<file path="config.mk">
export PLATFORM = sky130hd
export DESIGN_NAME = spi_arbiter
export DESIGN_NICKNAME = d
export VERILOG_FILES = /design/src/rtl/spi_arbiter.sv
export SDC_FILE = /design/constraint.sdc
export NUM_CORES = 1
export LEC_CHECK = 0
export ABC_AREA = 1
export CORE_MARGIN = 5
export CORE_UTILIZATION = 44
export CTS_CLUSTER_SIZE = 8
export DETAILED_ROUTE_END_ITERATION = 12
export GPL_ROUTABILITY_DRIVEN = 0
export GPL_TIMING_DRIVEN = 0
export PLACE_DENSITY_LB_ADDON = 0.1
export SLEW_MARGIN = 20
export SYNTH_ARGS = -nofsm -noshare
export SYNTH_HDL_FRONTEND = slang
export SYNTH_SLANG_ARGS = --single-unit
</file>
<file path="constraint.sdc">
create_clock -name clk -period 3.6 [get_ports clk]
set_input_delay 0.36 -clock clk [delete_from_list [all_inputs] [get_ports clk]]
set_output_delay 0.36 -clock clk [all_outputs]
set_load 0.01 [all_outputs]
</file>
<file path="src/rtl/spi_arbiter.sv">
// Arbitrates NUM_REQ requesters onto one shared spi_master and routes its chip-select to the owner.
// Define SPI_ARB_FIXED_PRIO_EN for fixed lowest-index-wins priority; default build is round-robin.
module spi_arbiter #(
  parameter int NUM_REQ = 4
) (
  input  logic                 clk,
  input  logic                 rst,
  input  logic [NUM_REQ-1:0]   req,
  input  logic [8*NUM_REQ-1:0] req_data,
  input  logic [2*NUM_REQ-1:0] req_mode,
  output logic [NUM_REQ-1:0]   gnt,
  output logic [NUM_REQ-1:0]   rsp_valid,
  output logic [7:0]           rsp_data,
  output logic                 busy,
  output logic                 m_start,
  output logic [7:0]           m_data_to_send,
  output logic [1:0]           m_mode,
  input  logic                 m_done,
  input  logic [7:0]           m_data_received,
  input  logic                 m_cs_n,
  output logic [NUM_REQ-1:0]   cs_n_out
);

  localparam int IW = $clog2(NUM_REQ);

  typedef enum logic [2:0] {IDLE, LAUNCH, BUSY, RESP, GAP} state_t;

  state_t        state, state_nxt;
  logic [IW-1:0] owner;
  logic [IW-1:0] win_idx;

`ifdef SPI_ARB_FIXED_PRIO_EN
  always_comb begin
    win_idx = '0;
    for (int k = NUM_REQ-1; k >= 0; k--)
      if (req[k]) win_idx = IW'(k);
  end
`else
  logic [IW-1:0] ptr;
  logic [IW:0]   cand;

  // Scan from the far end back toward ptr+1 so the nearest requester is assigned last and wins.
  always_comb begin
    win_idx = '0;
    cand    = '0;
    for (int k = NUM_REQ; k >= 1; k--) begin
      cand = {1'b0, ptr} + (IW+1)'(k);
      if (cand >= (IW+1)'(NUM_REQ)) cand = cand - (IW+1)'(NUM_REQ);
      if (req[cand[IW-1:0]]) win_idx = cand[IW-1:0];
    end
  end

  always_ff @(posedge clk) begin
    if (rst)              ptr <= IW'(NUM_REQ-1);
    else if (state == GAP) ptr <= owner;
  end
`endif

  always_ff @(posedge clk) begin
    if (rst) state <= IDLE;
    else     state <= state_nxt;
  end

  always_comb begin
    state_nxt = state;
    gnt       = '0;
    rsp_valid = '0;
    m_start   = 1'b0;
    cs_n_out  = '1;
    busy      = (state != IDLE);
    case (state)
      IDLE:   if (|req) state_nxt = LAUNCH;
      LAUNCH: begin
        m_start         = 1'b1;
        gnt[owner]      = 1'b1;
        cs_n_out[owner] = m_cs_n;
        state_nxt       = BUSY;
      end
      BUSY: begin
        cs_n_out[owner] = m_cs_n;
        if (m_done) state_nxt = RESP;
      end
      RESP: begin
        rsp_valid[owner] = 1'b1;
        cs_n_out[owner]  = m_cs_n;
        state_nxt        = GAP;
      end
      GAP:     state_nxt = IDLE;
      default: state_nxt = IDLE;
    endcase
  end

  // Owner's byte/mode are latched at arbitration so the master sees them stable through BUSY.
  always_ff @(posedge clk) begin
    if (rst) begin
      owner          <= '0;
      m_data_to_send <= 8'h00;
      m_mode         <= 2'd0;
      rsp_data       <= 8'h00;
    end else begin
      if (state == IDLE && |req) begin
        owner          <= win_idx;
        m_data_to_send <= req_data[8*win_idx +: 8];
        m_mode         <= req_mode[2*win_idx +: 2];
      end
      if (state == BUSY && m_done) rsp_data <= m_data_received;
    end
  end

endmodule
</file>
Word-level counts from Yosys, hierarchy flattened
Cells that the tools add are included.
{"block": "classes", "eq_ne": 6, "shift": 2, "n_reduce_logical": 8, "magnitude_cmp": 10, "n_addsub": 8, "bitwise": 2, "n_mux": 25}
{"cell": "32-bit by 6-bit indexed part select with 8-bit output", "count": 1}
{"cell": "2-bit 2-to-1 mux", "count": 8}
{"cell": "2-bit by 3-bit < comparator with 1-bit output (second input constant)", "count": 5}
{"cell": "3-bit >= comparator (second input constant)", "count": 4}
{"cell": "4-bit 2-to-1 mux", "count": 3}
{"cell": "3-bit case mux with 4 select lines", "count": 1}
{"cell": "1-bit binary-select mux with 2-bit select", "count": 4}
{"cell": "8-bit by 4-bit indexed part select with 2-bit output", "count": 1}
{"cell": "2-bit by 1-bit subtractor with 2-bit output (second input constant)", "count": 4}
{"cell": "2-bit by 2-bit adder with 3-bit output (second input constant)", "count": 2}
{"cell": "3-bit by 2-bit equality test with 1-bit output (second input constant)", "count": 2}
{"cell": "1-bit 2-to-1 mux", "count": 6}
{"cell": "3-bit 2-to-1 mux", "count": 2}
{"cell": "2-bit inequality test (second input constant)", "count": 2}
{"cell": "4-bit NOT", "count": 1}
{"cell": "4-bit OR", "count": 1}
{"cell": "4-bit OR reduction", "count": 1}
{"cell": "2-bit by 1-bit adder with 3-bit output (second input constant)", "count": 1}
{"cell": "2-bit by 3-bit adder with 3-bit output (second input constant)", "count": 1}
{"cell": "3-bit by 1-bit equality test with 1-bit output (second input constant)", "count": 1}
{"cell": "3-bit equality test (second input constant)", "count": 1}
{"cell": "1-bit logical AND", "count": 3}
{"cell": "3-bit zero test", "count": 1}
{"cell": "3-bit nonzero test", "count": 1}
{"cell": "other kinds (4)", "count": 4}
{"block": "word_totals", "input_bits": 56, "wordCells": 67, "regBits": 25}

Longest topological paths before layout
Gate-level depths: netlist (run 1).
{"block": "depth", "word_depth": 10, "mapped_depth": 16}

Worst setup path before layout (run 1)
OpenSTA, ideal clock, no wires.
{"block": "synth_timing", "path_type": "reg-to-reg", "start": "register ptr[0]", "end": "register m_data_to_send[3]", "slack_ps": 2106, "t_arrival_ps": 1385, "setup_ps": 109, "stages_incl_launch_ff": 17, "path_cell_list": "dfxtp_1 buf_6 inv_8 nand2_2 nand2_2 nand2_2 nand2_2 nand2_4 nand2_4 nand2_4 nand2_4 buf_12 nand2_2 nand3_1 nand3_1 nand2_1 inv_1"}
{"block": "synth_via", "elab_chain_len": 10}
{"element": "start, declared", "line": "39", "text": "logic [IW-1:0] ptr;"}
{"element": "start signal, assigned", "line": "54", "text": "if (rst) ptr <= IW'(NUM_REQ-1);"}
{"element": "start signal, assigned", "line": "55", "text": "else if (state == GAP) ptr <= owner;"}
{"element": "2-bit by 3-bit adder with 3-bit output", "line": "47", "text": "cand = {1'b0, ptr} + (IW+1)'(k);"}
{"element": "3-bit >= comparator / 2-bit by 1-bit subtractor with 2-bit output (equally long branches)", "line": "48", "text": "if (cand >= (IW+1)'(NUM_REQ)) cand = cand - (IW+1)'(NUM_REQ);"}
{"element": "2-bit 2-to-1 mux", "line": "48"}
{"element": "1-bit binary-select mux with 2-bit select", "line": "49", "text": "if (req[cand[IW-1:0]]) win_idx = cand[IW-1:0];"}
{"element": "1-bit 2-to-1 mux (implied by the code)", "line": "49"}
{"element": "2-bit 2-to-1 mux (3 in series)", "line": "49"}
{"element": "2-bit 2-to-1 mux (*)", "line": "49"}
{"element": "32-bit by 6-bit indexed part select with 8-bit output (*)", "line": "103", "text": "m_data_to_send <= req_data[8*win_idx +: 8];"}
{"element": "end signal, assigned", "line": "103"}
{"element": "end, declared", "line": "16", "text": "output logic [7:0] m_data_to_send,"}
Every way passes the cells marked *; elsewhere a longest branch is shown, timed or not. The select of a mux whose other input is x is not followed.
A chain may end at the register's enable or synchronous reset.

Worst setup path after layout (run 1)
{"block": "layout_timing", "start": "input m_cs_n", "end": "output cs_n_out[3]"}
{"block": "layout_via", "elab_chain_len": 2}
{"element": "start, declared", "line": "20", "text": "input logic m_cs_n,"}
{"element": "4-bit OR (no source line)"}
{"element": "4-bit 2-to-1 mux"}
{"element": "end, declared", "line": "21", "text": "output logic [NUM_REQ-1:0] cs_n_out"}
No other way between the ends.

==> qor.yml, run 1 <==
outcome:
  outcome: "finished, final reports clean"
clock_tree:
  cts_buffer_depth: 2
  cts_made_buffers: 3
  htreeDepth: 1
  post-cts-setup-buffers: 0
  clock_latency_ns: 0.27
  holdBufCountCts: 0
  root_buffer: "clkbuf_8"
  clkTransAtPathRegs_ns: 0.09
  postCtsResizedCells: 0
  cts_tree: "yes"
  cts_sinks: 25
timing:
  finalMaxSlewViolations: 0
  timing.hold.ws_ns: 0.4468
  worst_slew_pin_slew_ns: 0.4283
  period_minus_slack_ns: 2.070
  final_hold_viol_count: 0
  tns_ns: 0
  rsz0062_at_grt: "false"
  worst_slack_ns: 1.530
  fin_skew_ns: 0.004755
  max_freq_ghz: 0.4831
  fin_crit_sh_pct: 57.50
  setup_viol: 0
  slew_headroom_pct: 71.44
synth:
  synth_enable_flop_cells: 0
  synthFlopType: "dfxtp_1"
  yosysTopAreaCell: "dfxtp_1"
  synth.distinct_cells: 25
  synthDominantCellAreaShare_pct: 28.31
  postSynthCellCount: 280
  synth.area.top_cells: "dfxtp_1 28%, inv_1 12%, nand3_1 9.9%"
  async_reset_ff_share_pct: 0
  yosysWarnings: 0
  syn_area_mm2: 0.001768
  synth_seq_cells: 25
  syn_nets: 336
  postSynthAreaPerCell_um2: 6.314
  ys_seq_area_share_pct: 28.31
pwr:
  p_leak_nw: 1.307
  clkPwrFrac_pct: 17.8
  net-switching-power_w: 0.0003435
  p_int_w: 0.0006137
  p_sw_share_pct: 35.88
  p_seq_share_pct: 35.6
  irDropWorstVdd_mv: 0.2318
  fin_total_pwr_w: 0.0009572
  power_density_mw_per_mm2: 348.1
  p_comb_share_pct: 46.5
detailed_routing:
  dr.pass1.iters: 4
  dr_total_vias: 1929
  ant_nets: 0
  vias_per_cell: 4.582
  drt_wl_total_um: 4758
  drt-wirelength-per-cell_um: 11.30
  remaining_drc_errors: 0
  drtIter0Drc: 83
grt:
  grt.overflow.total: 0
  grt_pass1_vias: 1811
  antenna_found_initial: 0
  track_usage_pct: 18.11
  grt_pass1_wl_um: 7831
  grt_max_degree: 16
die:
  boundaryPins: 88
  die_x_um: 73.39
  fp.coreArea_mm2: 0.003943
  die_h_um: 73.39
  start_util_pct: 44.84
  placementRows: 23
  die_area_mm2: 0.005386
cells_and_area:
  final_util_pct: 69.76
  final_common_cell: "clkdlybuf4s50_1"
  diodes: 0
  synthToLayoutAreaGrowth_pct: 55.56
  final_cell_mix: "87 x clkdlybuf4s50_1, 57 x inv_1, 43 x nand2_1"
  fin_nets: 428
  drive_above_1_share_pct: 13.48
setup_path:
  endpoint_kind: "primary output"
  arrival_ns: 1.71
  crit_path_max_fanout: 4
  required_ns: 3.24
  critPathKind: "input port to primary output"
  timing.rr.start: "ptr[0]$_SDFFE_PP1N_"
  cp-start-kind: "input port"
  critPathLaunch: "m_cs_n"
min_path:
  min_from: "rsp_data[0]$_SDFFE_PP0P_"
  hp-class: "flip-flop to flip-flop"
flow_run:
  maxCapViolCount: 0
place:
  place_hpwl_um: 3914
  io_buffers: 87
  pre_cts_slack_ns: 1.477
-- final timing paths --
path,end,slack [ns],cells after the start
worst max-delay path,cs_n_out[3],1.53,4
worst min-delay path,rsp_data[0]$_SDFFE_PP0P_,0.45,2
worst max register to register,m_data_to_send[7]$_SDFFE_PP0P_,1.89,12
worst min register to register,rsp_data[0]$_SDFFE_PP0P_,0.45,2
-- layout make-up --
type	count	area (um2)
sequential	25	500.5
multi-input combinational	185	955.9
tap	50	62.56
clock buffer	3	41.29
buffer	9	72.57
fill	348	1192
inverter	61	239.0
timing repair buffer	87	870.8
clock inverter	1	7.507
-- power by group through the flow --
stage | Sequential (W) | Combinational [W] | Clock (W)
floorplan | 0.000360 | 0.000237 | 0
global placement | 0.000346 | 0.000443 | 0
detailed placement | 0.000347 | 0.000449 | 0
CTS | 0.000342 | 0.000451 | 0.000179
global route | 0.000347 | 0.000496 | 0.000188
finish | 0.000341 | 0.000445 | 0.000171
-- cell usage after synthesis, types with 2 or more instances --
cell	instances
nor3_1	2
inv_1	57
o21ai_1	6
clkbuf_1	2
a21oi_1	19
nand2_2	21
buf_2	3
inv_2	2
nor2_1	32
o21ai_0	11
buf_6	2
nand2_4	10
nand3_1	35
nand2_1	43
dfxtp_1	25
-- worst max-delay path: stages --
cell and delay [ns]:
clkdlybuf4s50_1 0.40, nor3_1 0.34, nand3_1 0.12, clkdlybuf4s50_1 0.50
-- cell families (layout without fill, tap and decap cells) --
logic type      Yosys count  in the layout  synth area share, %
flops                    25             25                28.31
compound gates           38             38                11.54
buf+inv                  70            161                17.62
simple gates            147            147                42.53
-- sequential cells by signal, summed over array words and instances (netlist names) --
signal / flops
m_data_to_send: 8
m_mode: 2
owner: 2
ptr: 2
rsp_data: 8
state: 3
-- per-layer routing --
layer,track usage (%),wire length [um],vias up,share of wire (%)
met5,0,0,-,0
met4,4.225,23,0,0.48
met3,4.788,483,2,10
met2,32.27,2247,73,47
met1,21.58,2004,818,42
li1,-,-,1036,-
-- metrics by stage --
stage / instances / cell area [um2]
after floorplan: 280 / 1768
after global placement: 417 / 2701
after detailed placement: 417 / 2701
after CTS: 421 / 2750
after global routing: 421 / 2750
final: 421 / 2750
Power figures use the tool's default switching activity.
==> inputs of run 2 (changes only) <==
CORE_UTILIZATION = 41   (was 44)
clock period = 2.1 ns   (was 3.6 ns; I/O delays follow)
==> run 2 against run 1 <==
Net effect: die area up 6.3%; setup slack worse by 1.3 ns; hold slack improved by 0.0067 ns; global-route usage rose by 0.057 points; total power up 72%; non-clock buffer count unchanged; via count decreased by 0.52%; register-to-register slack got worse by 1.5 ns; sequential cell count stayed put; sequential power grew 72%; utilization fell by 2.3 points; clock power grew 74%; largest cell class unchanged; largest power group unchanged.
==> qor.yml, run 2 (same netlist as run 1, synthesis figures left out) <==
clock_tree:
  cts_sinks: 25  # unchanged
  htreeDepth: 1  # unchanged
  clock_latency_ns: 0.27  # about the same
  holdBufCountCts: 0  # unchanged
  cts_buffer_depth: 2  # unchanged
  clkTransAtPathRegs_ns: 0.10  # was 0.09 ns
  cts_made_buffers: 3  # unchanged
  root_buffer: "clkbuf_8"  # unchanged
  cts_tree: "yes"  # unchanged
die:
  start_util_pct: 43.26  # was 44.84%
  die_x_um: 75.67  # was 73.39 um
  die_h_um: 75.67  # was 73.39 um
  boundaryPins: 88  # unchanged
  die_area_mm2: 0.005725  # was 0.005386 mm2
  placementRows: 23  # unchanged
  fp.coreArea_mm2: 0.004086  # was 0.003943 mm2
pwr:
  irDropWorstVdd_mv: 0.2591  # was 0.2318 mV
  p_leak_nw: 1.309  # was 1.307 nW
  power_density_mw_per_mm2: 598.0  # was 348.1 mW/mm2
min_path:
  min_from: "rsp_data[3]$_SDFFE_PP0P_"  # was rsp_data[0]$_SDFFE_PP0P_
  hp-class: "flip-flop to flip-flop"  # unchanged
cells_and_area:
  synthToLayoutAreaGrowth_pct: 55.84  # was 55.56%
  fin_nets: 428  # unchanged
  final_area_mm2: 0.002755  # was 0.002750 mm2
  final_common_cell: "clkdlybuf4s50_1"  # unchanged
  drive_above_1_share_pct: 13.75  # was 13.48%
  diodes: 0  # unchanged
  final_cell_mix: "87 x clkdlybuf4s50_1, 57 x inv_1, 43 x nand2_1"  # unchanged
  reg.largest.list: "m_data_to_send: 8 flops, rsp_data: 8 flops, state: 3 flops"  # unchanged
setup_path:
  critical_path.cell_chain: "inv_1 > nor2_1 > nand2_1 > nor2_1 > clkdlybuf4s50_1"  # was clkdlybuf4s50_1 > nor3_1 > nand3_1 > clkdlybuf4s50_1
  crit_path_max_fanout: 5  # was 4
  required_ns: 1.89  # was 3.24 ns
  cpPeakStageDelay_ns: 0.55  # was 0.50 ns
  endpoint_kind: "primary output"  # unchanged
  timing.rr.start: "ptr[0]$_SDFFE_PP1N_"  # unchanged
  critPathLaunch: "state[1]$_SDFFE_PP0P_"  # was m_cs_n
  cp-start-kind: "flip-flop"  # was input port
  critPathKind: "flip-flop to primary output"  # was input port to primary output
  crit_top_cell: "nor2_1"  # was clkdlybuf4s50_1
  crit_path_top_delay_cell: "clkdlybuf4s50_1"  # unchanged
  arrival_ns: 1.68  # was 1.71 ns
timing:
  tns_ns: 0  # unchanged
  fin_crit_sh_pct: 90.12
  fin_skew_ns: 0.003874  # was 0.004755 ns
  slew_headroom_pct: 70.90  # was 71.44%
  period_minus_slack_ns: 1.893
  rsz0062_at_grt: "false"  # unchanged
  setup_viol: 0  # unchanged
  worst_slew_pin_slew_ns: 0.4365  # was 0.4283 ns
  finalMaxSlewViolations: 0  # unchanged
  timing.hold.ws_ns: 0.4535  # was 0.4468 ns
  max_freq_ghz: 0.5284
  final_hold_viol_count: 0  # unchanged
detailed_routing:
  drt_wl_total_um: 4860  # was 4758 um
  dr_total_vias: 1919  # was 1929
  drtIter0Drc: 53  # was 83
  drt-wirelength-per-cell_um: 11.54  # was 11.30 um
  dr.pass1.iters: 4  # unchanged
  remaining_drc_errors: 0  # unchanged
  ant_nets: 0  # unchanged
  vias_per_cell: 4.558  # was 4.582
place:
  place_hpwl_um: 4064  # was 3914 um
  io_buffers: 87  # unchanged
  dpl_cell_area_mm2: 0.002701  # unchanged
grt:
  track_usage_pct: 18.17  # was 18.11%
  antenna_found_initial: 0  # unchanged
  grt_pass1_wl_um: 8211  # was 7831 um
  grt.overflow.total: 0  # unchanged
  grt_pass1_vias: 1937  # was 1811
  grt_max_degree: 16  # unchanged
flow_run:
  maxCapViolCount: 0  # unchanged
outcome:
  outcome: "finished, final reports clean"  # unchanged
-- run 2: cell counts in the layout (fill, tap and decap cells not counted) --
No cell type changed its count.
-- run 2: timing repair --
action                                 CTS  global route
setup endpoints to repair                0             3
setup buffers                            0             0
resized for setup                        0             1
endpoints found under the hold margin    0             0
-- run 2: area by class of cell --
| cell class | count | area (um2) |
|---|---|---|
| Buffer | 9 | 72.57 |
| Clock buffer | 3 | 41.29 |
| Clock inverter | 1 | 7.507 |
| Fill cell | 397 | 1331 |
| Inverter | 61 | 239.0 |
| Multi-Input combinational cell | 185 | 960.9 |
| Sequential cell | 25 | 500.5 |
| Tap cell | 50 | 62.56 |
| Timing Repair Buffer | 87 | 870.8 |
-- run 2: through the flow --
stage / util [%] / cells / power, W / setup slack (ns)
5_1_grt: 67.42 / 421 / 0.001777 / 0.04279
3_3_place_gp: 66.11 / 417 / 0.001353 / 0.1512
6_report: 67.42 / 421 / 0.001648 / 0.2074
4_1_cts: 67.30 / 421 / 0.001667 / 0.1592
2_1_floorplan: - / 280 / 0.001022 / 0.6056
3_5_place_dp: 66.11 / 417 / 0.001367 / 0.1221
-- run 2: power by group --
| part | switching [W] | internal (W) |
|---|---|---|
| clock | 0.000163 | 0.000134 |
| sequential | 0.0000442 | 0.000542 |
| combinational | 0.000388 | 0.000376 |
| total | 0.000595 | 0.00105 |
-- run 2: critical path: cells and delay by family (launching register included) --
| kind | cells | cell delay [ns] |
|---|---|---|
| buffers and inverters | 2 | 0.65 |
| and+or+nand+nor | 3 | 0.35 |
| DFF | 1 | 0.41 |
-- run 2: worst paths after layout --
| kind | to | slack (ns) | cells past startpoint |
|---|---|---|---|
| worst max-delay path | rsp_valid[0] | 0.21 | 5 |
| worst min-delay path | rsp_data[3]$_SDFFE_PP0P_ | 0.45 | 2 |
| worst max register to register | m_data_to_send[2]$_SDFFE_PP0P_ | 0.41 | 12 |
| worst min register to register | rsp_data[3]$_SDFFE_PP0P_ | 0.45 | 2 |
-- run 2: per-layer routing --
metal	up-vias	track usage [%]	wire, um
met1	828	21.65	2066
li1	1034	-	-
met2	55	33.56	2415
met4	0	3.495	24
met3	2	3.826	354
met5	-	0	0
